===== src/rtl/ripple_count_ctrl.sv =====
`default_nettype none
// ripple_count_ctrl: gates an external 4-bit ripple counter for a programmed window, extends
// it with a synchronous wrap counter, and returns the settled count on a valid/ready handshake.
module ripple_count_ctrl #(
  parameter int WIN_W       = 16,
  parameter int EXT_W       = 8,
  parameter int SETTLE      = 3,
  parameter int SYNC_STAGES = 2
) (
  input  logic               clk,
  input  logic               reset,
  input  logic               start,
  input  logic [WIN_W-1:0]   win_len,
  output logic               busy,
  output logic               cnt_clr,
  output logic               cnt_gate,
  input  logic [3:0]         cnt_q,
  output logic               res_valid,
  input  logic               res_ready,
  output logic [EXT_W+3:0]   res_count,
  output logic               res_ovf
);

  localparam int SETTLE_CYC = SETTLE + SYNC_STAGES;
  localparam int SW         = $clog2(SETTLE_CYC + 1);
  localparam int TW         = (WIN_W > SW) ? WIN_W : SW;
  localparam logic [TW-1:0] C_SETTLE_LAST = TW'(SETTLE_CYC - 1);

  typedef enum logic [2:0] {
    ST_IDLE   = 3'd0,
    ST_CLEAR  = 3'd1,
    ST_GATE   = 3'd2,
    ST_SETTLE = 3'd3,
    ST_HOLD   = 3'd4
  } state_t;

  state_t             state_q;
  logic [TW-1:0]      timer_q;
  logic [WIN_W-1:0]   win_q;
  logic [EXT_W-1:0]   ext_q, ext_d;
  logic               ovf_q, ovf_d;
  logic [3:0]         sync_q [SYNC_STAGES];
  logic               q3_prev_q;
  logic               fall;
  logic               track;

  always_ff @(posedge clk or posedge reset) begin
    if (reset) begin
      for (int i = 0; i < SYNC_STAGES; i++) sync_q[i] <= '0;
      q3_prev_q <= 1'b0;
    end else begin
      sync_q[0] <= cnt_q;
      for (int i = 1; i < SYNC_STAGES; i++) sync_q[i] <= sync_q[i-1];
      q3_prev_q <= sync_q[SYNC_STAGES-1][3];
    end
  end

  // Include the increment pending this cycle so the capture pairs ext with the same q_sync sample.
  assign fall  = q3_prev_q & ~sync_q[SYNC_STAGES-1][3];
  assign track = (state_q == ST_GATE) || (state_q == ST_SETTLE);

  always_comb begin
    ext_d = ext_q;
    ovf_d = ovf_q;
    if (track && fall) begin
      if (&ext_q) ovf_d = 1'b1;
      else        ext_d = ext_q + EXT_W'(1);
    end
  end

  always_ff @(posedge clk or posedge reset) begin
    if (reset) begin
      state_q   <= ST_IDLE;
      timer_q   <= '0;
      win_q     <= '0;
      ext_q     <= '0;
      ovf_q     <= 1'b0;
      busy      <= 1'b0;
      cnt_clr   <= 1'b1;
      cnt_gate  <= 1'b0;
      res_valid <= 1'b0;
      res_count <= '0;
      res_ovf   <= 1'b0;
    end else begin
      case (state_q)
        ST_IDLE: begin
          cnt_clr  <= 1'b1;
          cnt_gate <= 1'b0;
          if (start) begin
            win_q   <= (win_len == '0) ? WIN_W'(1) : win_len;
            timer_q <= TW'(1);
            busy    <= 1'b1;
            state_q <= ST_CLEAR;
          end
        end
        ST_CLEAR: begin
          ext_q <= '0;
          ovf_q <= 1'b0;
          if (timer_q == '0) begin
            timer_q  <= TW'(win_q) - TW'(1);
            cnt_clr  <= 1'b0;
            cnt_gate <= 1'b1;
            state_q  <= ST_GATE;
          end else begin
            timer_q <= timer_q - TW'(1);
          end
        end
        ST_GATE: begin
          ext_q <= ext_d;
          ovf_q <= ovf_d;
          if (timer_q == '0) begin
            timer_q  <= C_SETTLE_LAST;
            cnt_gate <= 1'b0;
            state_q  <= ST_SETTLE;
          end else begin
            timer_q <= timer_q - TW'(1);
          end
        end
        ST_SETTLE: begin
          ext_q <= ext_d;
          ovf_q <= ovf_d;
          if (timer_q == '0) begin
            res_count <= ovf_d ? '1 : {ext_d, sync_q[SYNC_STAGES-1]};
            res_ovf   <= ovf_d;
            res_valid <= 1'b1;
            cnt_clr   <= 1'b1;
            state_q   <= ST_HOLD;
          end else begin
            timer_q <= timer_q - TW'(1);
          end
        end
        ST_HOLD: begin
          if (res_ready) begin
            res_valid <= 1'b0;
            busy      <= 1'b0;
            state_q   <= ST_IDLE;
          end
        end
        default: begin
          state_q <= ST_IDLE;
          busy    <= 1'b0;
        end
      endcase
    end
  end

endmodule
`default_nettype wire


===== config.mk =====
export PLATFORM = sky130hd
export DESIGN_NAME = ripple_count_ctrl
export DESIGN_NICKNAME = d
export VERILOG_FILES = /design/src/rtl/ripple_count_ctrl.sv
export SDC_FILE = /design/constraint.sdc
export NUM_CORES = 1
export LEC_CHECK = 0
export CORE_ASPECT_RATIO = 0.5
export CORE_MARGIN = 1.5
export CORE_UTILIZATION = 56
export DETAILED_ROUTE_END_ITERATION = 8
export PLACE_DENSITY = 0.75
export SLEW_MARGIN = 15
export SYNTH_ARGS = -nofsm -noshare
export SYNTH_HDL_FRONTEND = slang
export SYNTH_SLANG_ARGS = --single-unit

===== constraint.sdc =====
create_clock -name clk -period 2.5 [get_ports clk]
set_clock_uncertainty 0.1 [all_clocks]
set_input_delay 0.25 -clock clk [delete_from_list [all_inputs] [get_ports clk]]
set_output_delay 0.25 -clock clk [all_outputs]
set_load 0.05 [all_outputs]

==> results by stage, run 1 <==
Clock tree:
- The clock-pin slew on the worst setup and hold paths is 0.06 ns.
- CTS built an H-tree with a depth of 3.
- Buffers inserted during clock tree synthesis total 9.
- The count of hold-fix buffers inserted at cts is 0.
- The clock net in this run drives a total of 70 sinks.
- The maximum count of clock buffers along a single path is 2.
- The clock network latency to the later pin of the worst-skew pair is 0.33 ns.
- The count of buffers added by post-CTS timing repair for setup is 0.
- TritonCTS built the clock tree.
- The root buffer cell is clkbuf_16.

Power and ir drop:
- Across the VDD grid, the largest voltage drop is 465 uV.
- In this run the static leakage power is 2.05 nW.
- The areal power density over the cells is 564 nW/um^2.

Synthesis:
- In this run the cell area of the synthesized design comes to 3680 um^2.
- The number of synthesized register bits is 70.
- When the netlist entered floorplanning its net count stood at 393.
- In the synthesized netlist the async set-or-reset flop fraction comes to 100%.
- Sequential elements use 47.7% of the synthesized area.
- The distinct cell type count after synthesis is 64.
- The post-synthesis instance total is 365.
- In this run the biggest area consumer among cell types represents 47.0% of the synthesized area.
- The most common flop cell mapped by yosys is dfrtp_1.
- The largest total area in the synthesized netlist belongs to dfrtp_1.
- The average instance in the mapped netlist occupies 10.1 um^2.
- The Yosys step of the flow raised 0 warnings.
- Ranked by total cell area, the synthesized netlist is headed by dfrtp_1, mux2_1, nor2_1.
- The number of flops mapped to enable cells by yosys is 0.

Critical path:
- The slowest library cell on the worst path is or4_1.
- The nature of the critical path endpoint is a register.
- The critical path goes through or4_1, or4_4, o31a_1, o21ai_1, o211ai_1.
- Data arrives at the worst endpoint at 2.50 ns.
- Among cell families on the critical path, the largest total delay comes from simple AND/OR/NAND/NOR gates.
- The class of the most critical setup path is reg2reg.
- STA classifies the critical path startpoint as a register.
- For this run, the slowest stage of the critical path takes 0.58 ns.
- Of all nets on the critical path, the largest fanout is 5.
- The required time of the worst setup path is 2.61 ns.
- The number of buffers and inverters on the critical path is 0.

Placement:
- At the end of routability-driven placement, the weighted congestion stood at 1.01.
- After legalization and detailed placement, the total HPWL measured 6610 um.
- The minimum setup slack after placement is 0.0872 ns.
- During placement, the flow inserted port buffers numbering 40.

Route:
- After detailed routing, the average wire length per cell comes to 17.8 um.
- In this run the remaining antenna-violating nets after routing total 0.
- The detailed router placed 3249 vias in this run.
- The detailed-route wire length is 9140 um.
- The first-pass iteration count of the detailed router is 5.
- The number of violations reported at the end of detailed-routing iteration 0 is 311.
- The mean number of vias per cell is 6.31.
- For this run, design rule violations remaining after detail routing come to 0.

STA:
- The final hold violation count is 0.
- The time the final worst path needs with I/O delays and setup is 2.39 ns.
- The aggregate negative setup slack is 0 ns.
- The worst pin sits at a relative slew slack of 64.8%.
- The final worst-path setup slack is 0.107 ns.
- For the pin with the worst max-slew slack, the measured transition is 0.523 ns.
- Based on the critical path, the design can be clocked at up to 418 MHz.
- The worst path uses 95.7% of the clock period.
- The final max-slew violation count is 0.
- Setup repair after global routing could not meet its margin everywhere.
- The number of setup violations in the final report is 0.

GRT:
- The number of antenna violations at the first check in global routing was 0.
- The first global-routing pass estimated 14800 um of wire.
- Entering global routing, the biggest net connects 71 pins.
- The total global routing overflow is 0.
- The number of global-route vias before repair is 2972.
- Global routing consumed, over all layers together, 27.5% of the routing resources.

Floorplan:
- Once the floorplan was initialized, standard cells occupied 59.2% of the core.
- The initialized floorplan defines 20 standard-cell rows.
- The area inside the core boundary is 6210 um^2.
- From left edge to right edge, the die measures 118 um.
- The total I/O pin count is 41.
- The floorplan step set the die height to 60.3 um.
- The die covers 7090 um^2.

Layout:
- The layout cell share with drive strength beyond 1 is 12.9%.
- In the layout the commonest cells are dfrtp_1, nor2_1, clkdlybuf4s50_1.
- The final layout net count is 450.
- The repair_antennas step left the layout with diodes totalling 0.
- The signed area change from the synthesized netlist to the final layout is 25.7%.
- Leaving out fill and tap cells, the most frequent cell in the layout is dfrtp_1.
- After filler insertion, the fill cell instance count of the layout stands at 446.

Run status:
- The run finished with clean final reports.

Min path:
- The type of the worst min-delay path is in2async.

Job:
- The reported max-cap violation count is 0.
==> stage by stage <==
step | instance area [um^2] | total power [W] | utilization, % | std cells | hold slack (ns)
3_5_place_dp | 4270 | 0.00123 | 68.9 | 499 | 0.236
3_3_place_gp | 4270 | 0.00123 | 68.9 | 499 | 0.232
4_1_cts | 4600 | 0.00263 | 74.2 | 515 | 0.242
2_1_floorplan | 3680 | 0.00118 | - | 365 | 0.181
6_report | 4620 | 0.00261 | 74.5 | 515 | 0.215
5_1_grt | 4620 | 0.00267 | 74.5 | 515 | 0.244
==> layout make-up <==
| cell class | count | area, um^2 | area share, % |
|---|---|---|---|
| clock buffer | 9 | 225 | 4.87 |
| tap | 88 | 110 | 2.38 |
| clock inverter | 7 | 104 | 2.25 |
| multi-input combinational | 267 | 1810 | 39.2 |
| sequential | 70 | 1750 | 37.9 |
| timing repair buffer | 61 | 571 | 12.3 |
| inverter | 13 | 48.8 | 1.06 |
==> synthesized netlist by cell type, drive strengths merged (7+ instances only) <==
master  number
nand2       15
or3          7
nor2        40
xnor2       10
nor4        16
inv         13
nand3        7
a21oi       24
nor3        17
buf          9
mux2        14
o21ai       16
o211ai      11
dfrtp       69
==> cells by family after synthesis <==
| group | after synthesis | synth area share, % |
|---|---|---|
| simple gates | 134 | 20.3 |
| compound gates | 96 | 18.1 |
| flops | 70 | 47.7 |
| buf+inv | 28 | 3.57 |
| mux | 18 | 5.38 |
| xor+xnor | 15 | 3.57 |
| fa+ha+maj | 4 | 1.36 |
==> per-layer routing <==
metal	part of all wire, %	vias to the layer above	track usage [%]
met4	1.7	0	8.71
li1	-	1491	-
met3	8.4	25	8.11
met2	46	161	45.1
met1	44	1572	36.2
met5	0	-	0
==> worst min-delay path, stage by stage <==
cell	delay [ns]
clkdlybuf4s50_1	0.42
inv_2	0.07
buf_12	0.32
==> power breakdown <==
part           switching (W)  internal (W)
logic              0.0000324     0.0000369
clock network       0.000508      0.000886
registers         0.00000259       0.00114
total               0.000543       0.00206
==> worst paths after layout <==
check,cells past startpoint,slack [ns],from,to
hold / removal,3,0.22,reset,res_count[6]
hold reg to reg,0,0.25,sync_q[6],sync_q[2]
max in group asynchronous,3,1.76,reset,cnt_clr
setup reg to reg,5,0.11,win_q[3],timer_q[15]
setup / recovery,5,0.11,win_q[3],timer_q[15]
min in group clk,0,0.25,sync_q[6],sync_q[2]
==> what timing repair did <==
| item | CTS | global route |
|---|---|---|
| gates resized for setup | 0 | 3 |
| hold endpoints to repair | 0 | 0 |
| endpoints found under the setup margin | 0 | 6 |
==> sequential cells by signal (all words and copies together), names as in the netlist <==
register and flops:
busy 1, cnt_clr 1, cnt_gate 1, ext_q 8, ovf_q 1, q3_prev_q 1
res_count 12, res_ovf 1, res_valid 1, state_q 3, sync_q 8, timer_q 16
win_q 16
Power figures use the tool's default switching activity.
==> run 2: changes to the inputs <==
CORE_ASPECT_RATIO = 1.25   (was 0.5)
HOLD_SLACK_MARGIN = 0.03   (was not set)
==> results by stage, run 2 (same netlist as run 1, synthesis figures left out) <==
Layout:
- Compared with the post-synthesis result, the final layout area differs by 22.5%.
- The register cell area after layout was 1750 um^2 (unchanged).
- The layout cell share with drive strength beyond 1 is 14.0% (+1.1 points).
- The final layout net count came to 453 (+0.67%).
- The largest registers in the layout are timer_q (16), win_q (16), res_count (12).
- The most common cell after layout, fill and taps aside is dfrtp_1.
- The count of fill cells added during filler insertion came to 493 (+11%).
- The library cells used most frequently in the layout, excluding fill and tap cells, are dfrtp_1, nor2_1, clkdlybuf4s50_1.
- The count of inserted antenna diode cells is 0 (unchanged).
- The footprint of the multi-input gates is 1800 um^2 (-0.35%).

Critical path:
- The critical path's largest stage delay came to 0.58 ns (about the same).
- Traced cell by cell, the critical path runs through inv_1, ha_1, nor2b_1, nand4_1, a2111oi_1, buf_4, a311oi_1, a21o_1.
- The highest net fanout along the worst path was 7 (+2).
- The worst flop-to-flop path startpoint is timer_q[0].
- The reg2reg setup slack came to 0.09 ns (-0.02 ns).
- The number of cells on the worst reg-to-reg path is 8 (+3).
- The slowest library cell on the worst path is a2111oi_1.
- The startpoint type of the worst setup path is a register.
- In this design, the largest share of critical-path delay is due to compound AO/OA/AOI/OAI gates.
- The endpoint of the most critical register-to-register path is timer_q[2].
- The nature of the critical path endpoint is a register.
- The required time of the worst setup path is 2.65 ns (+0.04 ns).
- The class of the most critical setup path is reg2reg.
- The data arrival time of the critical path is 2.55 ns (+0.05 ns).
- The number of buffers and inverters on the critical path is 2 (+2).

Job:
- The reported max-cap violation count is 0 (unchanged).

Floorplan:
- The vertical extent of the die came to 93.6 um (+55%).
- The row count came to 32 (+60%).
- The initial core utilization is 58.9% (-0.38 points).
- The overall die width is 75.5 um (-36%).
- The die area was 7060 um^2 (-0.37%).
- The total I/O pin count is 41 (unchanged).
- The area inside the core boundary came to 6250 um^2 (+0.65%).

Power and ir drop:
- The switching fraction of total power is 23.2% (+2.4 points).
- The share of power burned in combinational logic is 3.3% (+0.6 points).
- The fraction of power consumed by sequential logic is 53.5% (+9.7 points).
- The maximum resistive drop on vdd is 447 uV (-3.9%).
- The areal power density over the cells is 474 nW/um^2 (-16%).
- The clock network fraction of design power came to 43.3% (-10 points).
- The leakage power total is 2.00 nW (-2.4%).
- The switching power is 0.000496 W (-8.8%).
- The internal power summed over all cells was 0.00164 W (-21%).

Route:
- The routed length per placed instance was 17.4 um (-2.2%).
- The detailed-route wire length was 8950 um (-2.2%).
- The via count came to 3128 (-3.7%).
- The mean number of vias per cell is 6.07 (-3.7%).
- The first-pass iteration count of the detailed router was 5 (unchanged).
- The residual DRC count was 0 (unchanged).
- The number of violations reported at the end of detailed-routing iteration 0 is 182 (-41%).
- The remaining antenna violation count is 0 (unchanged).

Run status:
- The flow ran to the end, and the final reports show no timing, DRC or antenna violations.

STA:
- The aggregate negative setup slack is 0 ns (unchanged).
- The transition at the pin with the smallest max-transition slack was 0.533 ns (+0.00978 ns).
- The final max-slew violation count is 0 (unchanged).
- Setup repair after global routing could not meet its margin everywhere.
- The achievable clock frequency is 415 MHz (-0.64%).
- The number of setup violations in the final report was 0 (unchanged).
- The worst hold-check slack is 0.144 ns (-0.0712 ns).
- The worst slew slack as a fraction of its limit was 64.1% (-0.66 points).
- The time the final worst path needs with I/O delays and setup is 2.41 ns (+0.0154 ns).
- The final hold violation count was 0 (unchanged).
- The share of the cycle needed by the critical path after routing came to 96.3% (+0.62 points).

GRT:
- The total routing resource utilization after global routing came to 27.8% (+0.29 points).
- The number of global-route vias before repair was 3135 (+5.5%).
- The pin count of the biggest net entering global routing is 33 (-54%).
- The total global routing overflow came to 0 (unchanged).
- The first-pass GRT wire length is 14800 um (+0.24%).
- The number of antenna violations at the first check in global routing is 0 (unchanged).

Clock tree:
- The number of sinks handled by clock tree synthesis is 70 (unchanged).
- The maximum count of clock buffers along a single path is 2 (unchanged).
- The H-tree level count is 3 (unchanged).
- The count of buffers added by post-CTS timing repair for setup is 0 (unchanged).
- TritonCTS built the clock tree.
- The clock network latency to the later pin of the worst-skew pair is 0.35 ns (+0.02 ns).
- The total clock buffers created by CTS is 9 (unchanged).
- The clock-pin slew on the worst setup and hold paths is 0.08 ns (+0.02 ns).
- In this run the clock root is driven by a clkbuf_8.

Placement:
- The routability congestion estimate from global placement is 0.942 (-6.4%).
- The sum of net half-perimeters after detailed placement is 6570 um (-0.58%).
- The count of input and output buffers was 40 (unchanged).

Min path:
- The type of the worst min-delay path is in2async.
==> run 2: worst max-delay path by stage <==
stage,startpoint,to,slack (ns),depth (start not counted)
6_report,timer_q[0],timer_q[2],0.09,8
5_1_grt,timer_q[0],timer_q[2],0.003,8
4_1_cts,timer_q[0],timer_q[2],0.04,8
3_5_place_dp,timer_q[0],timer_q[2],0.06,8
3_3_place_gp,timer_q[0],timer_q[2],0.16,8
2_1_floorplan,win_q[0],timer_q[13],0.25,6
==> run 2: layout make-up <==
class / instances / share of cell area, %
tap: 85 / 2.36
sequential: 70 / 38.9
multi-input combinational: 267 / 40.1
clock buffer: 9 / 2.75
inverter: 13 / 1.08
timing repair buffer: 64 / 13.2
clock inverter: 7 / 1.61
==> run 2: what timing repair did <==
item | in CTS | in global routing
hold buffers | 0 | 0
resized for setup | 0 | 5
endpoints found under the setup margin | 0 | 5
==> run 2: per-layer routing <==
layer  part of all wire, %  wire, um  GRT usage [%]  up-vias
li1                      -         -              -     1489
met1                    40      3590           34.7     1493
met2                    51      4550           45.4      113
met3                   4.3       387           5.17       33
met4                   4.7       416           13.5        0
met5                     0         0              0        -
==> run 2: power groups by stage <==
stage	Sequential (W)	Combinational, W	Clock [W]
6_report	0.00114	0.0000702	0.000923
3_5_place_dp	0.00116	0.0000719	0
3_3_place_gp	0.00116	0.0000713	0
2_1_floorplan	0.00116	0.0000194	0
4_1_cts	0.00114	0.0000722	0.000933
5_1_grt	0.00114	0.0000790	0.000977
==> run 2: metrics by stage <==
stage               power (W)  utilization (%)  instances  setup WS, ns  area [um^2]
floorplan             0.00118                -        365         0.251         3680
global placement      0.00123             68.7        499         0.160         4290
detailed placement    0.00124             68.7        499        0.0595         4290
CTS                   0.00215             71.9        515        0.0439         4490
global route          0.00220             72.1        515       0.00258         4500
finish                0.00213             72.1        515        0.0917         4500
==> run 3: changes to the inputs <==
CORE_MARGIN = 2   (was 1.5)
MAX_ROUTING_LAYER = met4   (was not set)
PLACE_DENSITY = not set   (was 0.75)
PLACE_DENSITY_LB_ADDON = 0.15   (was not set)
==> results by stage, run 3 (same netlist as run 1, synthesis figures left out) <==
Run status:
- The run finished with clean final reports.

STA:
- The achievable clock frequency is 417 MHz (+0.38%).
- The share of the cycle needed by the critical path after routing is 96.0% (-0.37 points).
- The number of setup violations in the final report came to 0 (unchanged).
- The worst slew slack as a fraction of its limit is 58.4% (-5.7 points).
- Setup repair after global routing could not meet its margin everywhere.
- The transition at the pin with the smallest max-transition slack is 0.623 ns (+0.0902 ns).
- The aggregate negative setup slack was 0 ns (unchanged).
- The time the final worst path needs with I/O delays and setup is 2.40 ns (-0.00921 ns).
- The worst hold-check slack came to 0.190 ns (+0.0459 ns).
- The final hold violation count is 0 (unchanged).
- The final max-slew violation count was 0 (unchanged).

Layout:
- The layout cell share with drive strength beyond 1 is 12.8% (-1.1 points).
- The final core utilization is 70.2% (-1.9 points).
- The count of inserted antenna diode cells was 0 (unchanged).
- The final layout net count is 452 (-0.22%).
- Leaving out fill and tap cells, the most frequent cell in the layout is dfrtp_1.
- The count of fill cells added during filler insertion is 524 (+6.3%).
- The final design area excluding fillers is 4520 um^2 (+0.39%).
- The final standard cell count with taps included and fillers excluded is 516 (+0.19%).
- In the layout the commonest cells are dfrtp_1, nor2_1, clkdlybuf4s50_1.
- The largest registers in the layout are timer_q (16), win_q (16), res_count (12).
- The signed area change from the synthesized netlist to the final layout is 22.9%.

Clock tree:
- The maximum count of clock buffers along a single path is 2 (unchanged).
- The H-tree level count is 3 (unchanged).
- The root buffer cell is clkbuf_8.
- The total clock buffers created by CTS is 9 (unchanged).
- The number of sinks handled by clock tree synthesis came to 70 (unchanged).
- The clock-pin slew on the worst setup and hold paths is 0.09 ns (about the same).
- TritonCTS built the clock tree.
- The clock network latency to the later pin of the worst-skew pair is 0.35 ns (about the same).

Placement:
- The sum of net half-perimeters after detailed placement is 6860 um (+4.5%).
- The number of placed instances, taps included came to 500 (+0.20%).
- The post-placement cell area was 4290 um^2 (-0.12%).
- The count of input and output buffers is 40 (unchanged).
- The routability congestion estimate from global placement came to 0.960 (+1.9%).

GRT:
- The number of antenna violations at the first check in global routing is 0 (unchanged).
- The pin count of the biggest net entering global routing is 29 (-12%).
- The first-pass GRT wire length was 15500 um (+4.4%).
- The total global routing overflow is 0 (unchanged).
- The number of global-route vias before repair was 3182 (+1.5%).
- The total routing resource utilization after global routing was 28.0% (+0.22 points).

Critical path:
- The highest net fanout along the worst path is 7 (unchanged).
- The slowest library cell on the worst path is or4b_1.
- The class of the most critical setup path is reg2reg.
- Walking the worst path, the cells encountered are inv_1, ha_1, or4b_1, or3_1, a2111oi_2, a21oi_1, o2bb2ai_1.
- The required time of the worst setup path was 2.67 ns (+0.02 ns).
- The worst setup path is captured at a register.
- The startpoint type of the worst setup path is a register.
- The critical path's largest stage delay came to 0.58 ns (about the same).
- The data arrival time of the critical path is 2.57 ns (+0.02 ns).

Route:
- The routed length per placed instance was 18.2 um (+4.8%).
- The detailed-route wire length is 9390 um (+5.0%).
- The residual DRC count is 0 (unchanged).
- The via count came to 3192 (+2.0%).
- The number of violations reported at the end of detailed-routing iteration 0 is 219 (+20%).
- The first-pass iteration count of the detailed router is 5 (unchanged).
- The remaining antenna violation count is 0 (unchanged).
- The mean number of vias per cell is 6.19 (+1.8%).

Floorplan:
- The area inside the core boundary was 6440 um^2 (+3.1%).
- The initial core utilization is 57.1% (-1.8 points).
- The vertical extent of the die is 94.6 um (+1.1%).
- The overall die width is 76.5 um (+1.3%).
- The total I/O pin count was 41 (unchanged).
- The row count is 33 (+3.1%).
- The die area is 7230 um^2 (+2.4%).

Power and ir drop:
- The areal power density over the cells was 500 nW/um^2 (+5.5%).
- The maximum resistive drop on vdd came to 509 uV (+14%).
- The leakage power total came to 2.01 nW (+0.42%).

Job:
- The reported max-cap violation count is 0 (unchanged).

Min path:
- The tightest min-delay check is of the in2async type.
## run 3: cell count changes in the layout (fill, tap and decap cells not counted), sizes merged
cell / before / now
clkinv: 3 / 2
clkbuf: 9 / 10
bufinv: 1 / 2
buf: 24 / 23
clkinvlp: 2 / 1
## run 3: metrics by stage
stage	setup slack [ns]	power [W]
4_1_cts	0.0928	0.00228
3_3_place_gp	0.201	0.00123
2_1_floorplan	0.251	0.00118
6_report	0.101	0.00226
3_5_place_dp	0.101	0.00124
5_1_grt	-0.00285	0.00234
## run 3: cell type report
class	instances	area [um^2]	share of cell area (%)
clock buffers	10	138	3.05
well taps	87	109	2.41
multi-input cells	267	1790	39.6
repair buffers	63	586	13.0
clock inverters	6	93.8	2.08
flip-flops and latches	70	1750	38.8
inverters	13	48.8	1.08
## run 3: power by group
part,internal [W],leakage (nW),total (W),switching [W]
Clock,0.000596,0.113,0.00105,0.000453
Combinational,0.0000378,0.964,0.0000710,0.0000333
Sequential,0.00114,0.931,0.00114,0.00000238
## run 3: path summary, 6_finish.rpt
| check | start | end | slack (ns) | depth (start not counted) |
|---|---|---|---|---|
| worst max-delay path | win_q[0] | timer_q[6] | 0.10 | 7 |
| worst min-delay path | reset | ext_q[0] | 0.19 | 2 |
| worst max register to register | win_q[0] | timer_q[6] | 0.10 | 7 |
| worst min register to register | sync_q[7] | sync_q[3] | 0.25 | 0 |
| max in group asynchronous | reset | res_count[11] | 1.45 | 3 |
| min in group clk | cnt_q[0] | sync_q[4] | 0.24 | 1 |
## run 3: metal layers
layer | global-route usage [%] | share of wire, % | vias to the layer above
li1 | - | - | 1492
met1 | 31.7 | 39 | 1537
met2 | 49.6 | 53 | 137
met3 | 4.78 | 4.5 | 26
met4 | 11.8 | 3.4 | 0
met5 | - | 0 | -
## run 3: critical path, delay by kind of cell (launching register included)
| family | cells | cell delay [ns] |
|---|---|---|
| compound gates | 3 | 0.58 |
| fa+ha+maj | 1 | 0.20 |
| buf+inv | 1 | 0.09 |
| flops | 1 | 0.41 |
| simple gates | 2 | 0.96 |
## run 3: what timing repair did
action                     4_1_cts  5_1_grt
setup endpoints to repair        0        1
hold buffers                     0        0
resized for setup                0        0
buffers inserted                 0        0
hold endpoints to repair         0        0
